`src/rtl/dll_rate_update_pkg.sv`:
```
// Shared DLL rate-loop definitions (the dll.vh contents) and the package consumed by dll_rate_update.
// The macros live outside the package so channel/increment sizing stays common to all DLL blocks.
`ifndef DLL_VH
`define DLL_VH
`define NUM_CHANNELS        12
`define CHANNEL_ID_WIDTH    4
`define DLL_DPHI_WIDTH      16
`define CA_PHASE_INC_WIDTH  24
`define DLL_CORR_WIDTH      25
`define CA_PHASE_INC_NOM    24'h400000
`define CA_PHASE_INC_MIN    24'h3F0000
`define CA_PHASE_INC_MAX    24'h410000
`endif

package dll_rate_update_pkg;

  localparam int unsigned CHAN_W = `CHANNEL_ID_WIDTH;
  localparam int unsigned DPHI_W = `DLL_DPHI_WIDTH;
  localparam int unsigned INC_W  = `CA_PHASE_INC_WIDTH;
  localparam int unsigned CORR_W = `DLL_CORR_WIDTH;
  // nominal + corr + proportional term needs two growth bits plus a sign bit
  localparam int unsigned SUM_W  = INC_W + 3;

  localparam logic [INC_W-1:0] INC_NOM = `CA_PHASE_INC_NOM;
  localparam logic [INC_W-1:0] INC_MIN = `CA_PHASE_INC_MIN;
  localparam logic [INC_W-1:0] INC_MAX = `CA_PHASE_INC_MAX;

  localparam longint CORR_MIN_L = -(longint'(1) <<< (CORR_W - 1));
  localparam longint CORR_MAX_L = (longint'(1) <<< (CORR_W - 1)) - 1;
  localparam longint INC_MIN_L  = longint'(INC_MIN);
  localparam longint INC_MAX_L  = longint'(INC_MAX);

  typedef struct packed {
    logic [CHAN_W-1:0] tag;
    logic [DPHI_W-1:0] dphi;
    logic [INC_W-1:0]  nom;
    logic [CORR_W-1:0] corr;
  } s1_entry_t;

endpackage

```
`src/rtl/dll_rate_update_sat.sv`:
```
// Signed clamp of a wide value into [MIN_V, MAX_V], narrowed to OUT_W bits, with a clamp flag.
module dll_rate_sat #(
  parameter int unsigned IN_W  = 27,
  parameter int unsigned OUT_W = 24,
  parameter longint      MIN_V = 0,
  parameter longint      MAX_V = 1
) (
  input  logic signed [IN_W-1:0] val_i,
  output logic [OUT_W-1:0]       val_o,
  output logic                   sat_o
);

  logic signed [63:0] v;

  assign v = {{(64 - IN_W){val_i[IN_W-1]}}, val_i};

  always_comb begin
    val_o = v[OUT_W-1:0];
    sat_o = 1'b0;
    if (v > MAX_V) begin
      val_o = MAX_V[OUT_W-1:0];
      sat_o = 1'b1;
    end else if (v < MIN_V) begin
      val_o = MIN_V[OUT_W-1:0];
      sat_o = 1'b1;
    end
  end

endmodule

```
`src/rtl/dll_rate_update.sv`:
```
// Per-channel DLL code-rate update: two-stage PI loop filter over flop-array channel state.
module dll_rate_update
  import dll_rate_update_pkg::*;
#(
  parameter int          KP_SHIFT     = 2,
  parameter int          KI_SHIFT     = 6,
  parameter int unsigned NUM_CHANNELS = `NUM_CHANNELS
) (
  input  logic              clk,
  input  logic              reset,
  input  logic              result_ready,
  input  logic [CHAN_W-1:0] result_tag,
  input  logic [DPHI_W-1:0] delta_phase_increment,
  input  logic              aid_valid,
  input  logic [CHAN_W-1:0] aid_tag,
  input  logic [INC_W-1:0]  aid_inc,
  input  logic              aid_clear,
  output logic              upd_valid,
  output logic [CHAN_W-1:0] upd_tag,
  output logic [INC_W-1:0]  code_phase_inc,
  output logic              upd_sat
);

  logic [INC_W-1:0]  nominal_q [NUM_CHANNELS];
  logic [CORR_W-1:0] corr_q    [NUM_CHANNELS];

  s1_entry_t s1_d, s1_q;
  logic      s1_valid_d, s1_valid_q;

  logic              upd_valid_q, upd_sat_q;
  logic [CHAN_W-1:0] upd_tag_q;
  logic [INC_W-1:0]  inc_q;

  logic              res_ok, aid_ok;
  logic [CHAN_W-1:0] rd_idx;

  logic signed [DPHI_W-1:0] dphi_s, ki_s, kp_s;
  logic signed [CORR_W-1:0] corr_s;
  logic signed [CORR_W:0]   corr_sum;
  logic [CORR_W-1:0]        corr_new;
  logic signed [SUM_W-1:0]  sum;
  logic [INC_W-1:0]         inc_d;
  logic                     corr_sat, out_sat;

  assign res_ok = result_ready && (32'(result_tag) < NUM_CHANNELS);
  assign aid_ok = aid_valid && (32'(aid_tag) < NUM_CHANNELS);
  assign rd_idx = res_ok ? result_tag : '0;

  // Stage 1 capture: same-cycle aid beats forwarded corr, which beats the array
  always_comb begin
    s1_valid_d = res_ok;
    s1_d.tag   = result_tag;
    s1_d.dphi  = delta_phase_increment;
    s1_d.nom   = nominal_q[rd_idx];
    s1_d.corr  = corr_q[rd_idx];
    if (s1_valid_q && (s1_q.tag == result_tag))
      s1_d.corr = corr_new;
    if (aid_ok && (aid_tag == result_tag)) begin
      s1_d.nom = aid_inc;
      if (aid_clear)
        s1_d.corr = '0;
    end
  end

  assign dphi_s = s1_q.dphi;
  assign corr_s = s1_q.corr;
  assign ki_s   = dphi_s >>> KI_SHIFT;
  assign kp_s   = dphi_s >>> KP_SHIFT;

  assign corr_sum = {corr_s[CORR_W-1], corr_s}
                  + {{(CORR_W + 1 - DPHI_W){ki_s[DPHI_W-1]}}, ki_s};

  dll_rate_sat #(
    .IN_W  (CORR_W + 1),
    .OUT_W (CORR_W),
    .MIN_V (CORR_MIN_L),
    .MAX_V (CORR_MAX_L)
  ) u_corr_sat (
    .val_i (corr_sum),
    .val_o (corr_new),
    .sat_o (corr_sat)
  );

  assign sum = {{(SUM_W - INC_W){1'b0}}, s1_q.nom}
             + {{(SUM_W - CORR_W){corr_new[CORR_W-1]}}, corr_new}
             + {{(SUM_W - DPHI_W){kp_s[DPHI_W-1]}}, kp_s};

  dll_rate_sat #(
    .IN_W  (SUM_W),
    .OUT_W (INC_W),
    .MIN_V (INC_MIN_L),
    .MAX_V (INC_MAX_L)
  ) u_out_sat (
    .val_i (sum),
    .val_o (inc_d),
    .sat_o (out_sat)
  );

  always_ff @(posedge clk or posedge reset) begin
    if (reset) begin
      s1_valid_q  <= 1'b0;
      s1_q        <= '0;
      upd_valid_q <= 1'b0;
      upd_tag_q   <= '0;
      inc_q       <= INC_NOM;
      upd_sat_q   <= 1'b0;
    end else begin
      s1_valid_q  <= s1_valid_d;
      s1_q        <= s1_d;
      upd_valid_q <= s1_valid_q;
      if (s1_valid_q) begin
        upd_tag_q <= s1_q.tag;
        inc_q     <= inc_d;
        // a saturated integrator always drives the sum out of range as well
        upd_sat_q <= out_sat | corr_sat;
      end
    end
  end

  // Aid writes follow the S2 write so an aid_clear on the same channel wins
  always_ff @(posedge clk or posedge reset) begin
    if (reset) begin
      for (int unsigned i = 0; i < NUM_CHANNELS; i++) begin
        nominal_q[i] <= INC_NOM;
        corr_q[i]    <= '0;
      end
    end else begin
      if (s1_valid_q)
        corr_q[s1_q.tag] <= corr_new;
      if (aid_ok) begin
        nominal_q[aid_tag] <= aid_inc;
        if (aid_clear)
          corr_q[aid_tag] <= '0;
      end
    end
  end

  assign upd_valid      = upd_valid_q;
  assign upd_tag        = upd_tag_q;
  assign code_phase_inc = inc_q;
  assign upd_sat        = upd_sat_q;

endmodule
```
`config.mk`:
```
export PLATFORM = sky130hd
export DESIGN_NAME = dll_rate_update
export DESIGN_NICKNAME = d
export VERILOG_FILES = /design/src/rtl/dll_rate_update_pkg.sv /design/src/rtl/dll_rate_update_sat.sv /design/src/rtl/dll_rate_update.sv
export SDC_FILE = /design/constraint.sdc
export NUM_CORES = 2
export LEC_CHECK = 0
export CAP_MARGIN = 20
export CORE_MARGIN = 10
export CORE_UTILIZATION = 56
export DETAILED_ROUTE_END_ITERATION = 16
export PLACE_DENSITY_LB_ADDON = 0.12
export SYNTH_ARGS = -nofsm -noshare
export SYNTH_HDL_FRONTEND = slang
export SYNTH_SLANG_ARGS = --single-unit
```
`constraint.sdc`:
```
create_clock -name clk -period 23.3 [get_ports clk]
set_input_delay 4.66 -clock clk [delete_from_list [all_inputs] [get_ports clk]]
set_output_delay 4.66 -clock clk [all_outputs]
set_load 0.005 [all_outputs]
```
==> flow_summary.yaml <==
status:
  outcome: "finished clean"
synth:
  yosysMostFrequentCell: "nand2_1"
  synth_compound_area_frac: 0.152
  synth.area.top_cells: "dfrtp_1, nand2_1, mux2_2"
  synthArstFlopShare: 1.00
  synth_simple_gate_area_frac: 0.142
  yosys_warnings: 0
  synth_area_um2: 33800
  synthXorXnorAreaFrac: 0.0114
  yosys.area.top_type_share: 0.498
  synth_cell_type_count: 75
  ys.flop_type: "dfrtp_1"
  netlist.top_cell.by_area: "dfrtp_1"
  synth_common_cells: "nand2_1, dfrtp_1, o21ai_0"
  ys_seq_area_frac: 0.508
  synthMuxAreaShare: 0.117
  ys_seq_elements: 686
  synth_edf_count: 0
  syn_nets: 3604
  synthCells: 3474
  synth_top_family_by_area: "compound AO/OA/AOI/OAI gates"
  synth_fa_ha_area_frac: 0.0343
  syn_area_per_cell_um2: 9.74
sta:
  rsz0062_at_grt: "false"
  slew_headroom: 0.225
  max_freq_mhz: 112
  holdWs_ns: 0.463
  finClkSkew_ns: 0.0259
  fin_crit_sh: 0.382
  setup_viol: 0
  hold_violations: 0
  slew_viol_final: 0
  fin_tns_setup_ns: 0
  min_period_ns: 8.90
  max_slew.worst_pin.slew_ns: 1.16
  setup_slack_ns: 14.40
critical_path:
  start_kind: "input pin"
  worst-path-buf-inv: 5
  crit_slowest_cell: "buf_4"
  timing.rr.end: "code_phase_inc[20]$_DFFE_PP0P_"
  r2r-start: "dphi_s[15]$_DFF_PP0_"
  r2r_slack_ns: 15.13
  slowest_delay_ns: 0.92
  critPathCaptureType: "flip-flop"
  cp_top_family: "buffers and inverters"
  worstPathCellList: "clkdlybuf4s50_1 -> buf_4 -> nand2_1 -> nand2_1 -> buf_4 -> inv_2 -> nand2_4 -> buf_4 -> mux4_2 -> nor2_1 -> a211oi_1 -> a211oi_1 -> a211oi_1"
  worstPathMaxFanout: 67
  cp.arrival_ns: 9.42
  worstPathRequired_ns: 23.82
  rr_worst_depth: 23
  critical_path_class: "input pin to flip-flop"
cts:
  cts-root-buf: "clkbuf_16"
  ctsHoldBuffers: 0
  cts_tree: "done"
  post_cts_resized: 0
  cts_made_buffers: 74
  clkLatencyLatePin_ns: 0.62
  cts.sinks: 686
  h-tree-depth: 3
  post_cts_buffers: 0
  cts_buffer_depth: 3
  cts.clk_slew.worst_paths_ns: 0.06
drt:
  via_count: 27200
  drt_first_iter_violations: 2983
  vias_per_cell: 6.34
  routedWlPerCell_um: 24.1
  ant_nets: 0
  routed_wl_um: 103000
  drc: 0
  firstDrtPassIters: 6
finish:
  nFillCells: 4861
  design_area_um2: 37900
  area_growth_pct: 12.0
  postLayoutCoreUtil: 0.630
  seq_area_um2: 17200
  layout.cells.non_filler: 4281
  diodes: 0
  nNetsFinal: 3570
  multi_input_area_um2: 15600
  drive_above_1_share: 0.151
floorplanning:
  dieArea_um2: 70600
  die_w_um: 266
  start_util: 0.562
  die_y_um: 266
  coreArea_um2: 60100
  pin_count: 83
  placementRows: 90
min_path:
  hp-class: "flip-flop to flip-flop"
  holdCritStartpoint: "nominal_q[286]$_DFFE_PP1P_"
  min_to: "nominal_q[286]$_DFFE_PP1P_"
  whs_path_depth: 2
placement:
  hpwl_um: 63200
  placed_cells: 4135
  port_buffers: 80
  globalplace.congestion: 0.903
  preCtsSetupSlack_ns: 13.91
  place_area_um2: 35300
grt:
  grt.busiest_layer: "met2"
  grt.met3_usage: 0.0622
  grt_pass1_vias: 27400
  grt.met2_usage: 0.455
  gr-total-overflow: 0
  antenna_found_initial: 1
  grt_pass1_wl_um: 161000
  use_met1: 0.404
  grt_max_degree: 198
  grt_use_total: 0.292
job:
  drv_cap: 0
power:
  power_mw: 5.20
  irDropWorstVdd_v: 0.0000946
  power.density_nw_per_um2: 137
  power_leakage_nw: 17.2
-- worst min-delay path: cells and delay by family, from the launching register on --
kind             cells  cell delay [ns]
DFF                  1             0.37
and+or+nand+nor      2             0.09
-- worst max-delay path by stage --
stage,endpoint,depth (start not counted),from,slack (ns)
after floorplan,code_phase_inc[0]$_DFFE_PP0P_,1,reset,9.26
after global placement,corr_s[1]$_DFF_PP0_,13,result_tag[2],13.92
after detailed placement,corr_s[1]$_DFF_PP0_,13,result_tag[2],13.91
after CTS,corr_s[1]$_DFF_PP0_,13,result_tag[2],14.56
after global routing,corr_s[0]$_DFF_PP0_,14,result_tag[2],14.11
final,corr_s[1]$_DFF_PP0_,13,result_tag[2],14.40
-- sequential cells by signal, indices dropped and copies added, names as in the netlist --
name / flops
code_phase_inc: 24
corr_q: 300
corr_s: 25
dphi_s: 14
nominal_q: 288
s1_q: 28
s1_valid_q: 1
upd_sat: 1
upd_tag: 4
upd_valid: 1
-- cell usage in the layout (no fill, tap or decap), types with 8 or more instances in the layout --
cell type,instances
nand3_2,8
a21oi_2,8
clkbuf_8,21
o21ai_1,22
nand3_1,62
clkbuf_16,75
a21o_1,24
ha_1,51
inv_1,37
nor3_1,18
o221ai_1,15
o22ai_1,63
o2bb2ai_2,10
a221oi_1,37
buf_4,74
mux2i_1,92
xnor2_1,27
a21oi_1,140
nand4_1,10
a31oi_1,57
mux4_2,24
nand2_1,847
fa_1,26
clkbuf_1,21
mux2_2,222
a211oi_1,50
clkdlybuf4s50_1,78
nor2_1,130
nor4_1,11
o21ai_0,358
dfstp_2,13
dfrtp_1,673
and3_1,9
xor2_1,17
o21a_1,12
-- cell families after synthesis --
family | after synthesis
AOI/OAI and AO/OA | 855
DFF | 686
adders and majority gates | 77
and+or+nand+nor | 1165
buffers and inverters | 309
muxes | 338
xor gates and xnor gates | 44
-- layout make-up --
cell class	instances	area share
multi-input cells	2479	0.412
repair buffers	159	0.0384
flip-flops and latches	686	0.454
well taps	782	0.0258
clock inverters	18	0.00694
inverters	40	0.00406
clock buffers	117	0.0593
-- power by group --
group          switching, mW  internal, mW  total (mW)
clock network          0.487         0.719        1.21
logic                   1.37         0.844        2.21
registers              0.206          1.58        1.78
-- metal layers --
metal	up-vias	share of wire	wire (um)
li1	12000	-	-
met2	1266	0.46	47000
met3	218	0.094	9740
met4	2	0.028	2850
met1	13700	0.42	43700
met5	-	0.00013	13
No activity file was read; power rests on OpenSTA's default activity.
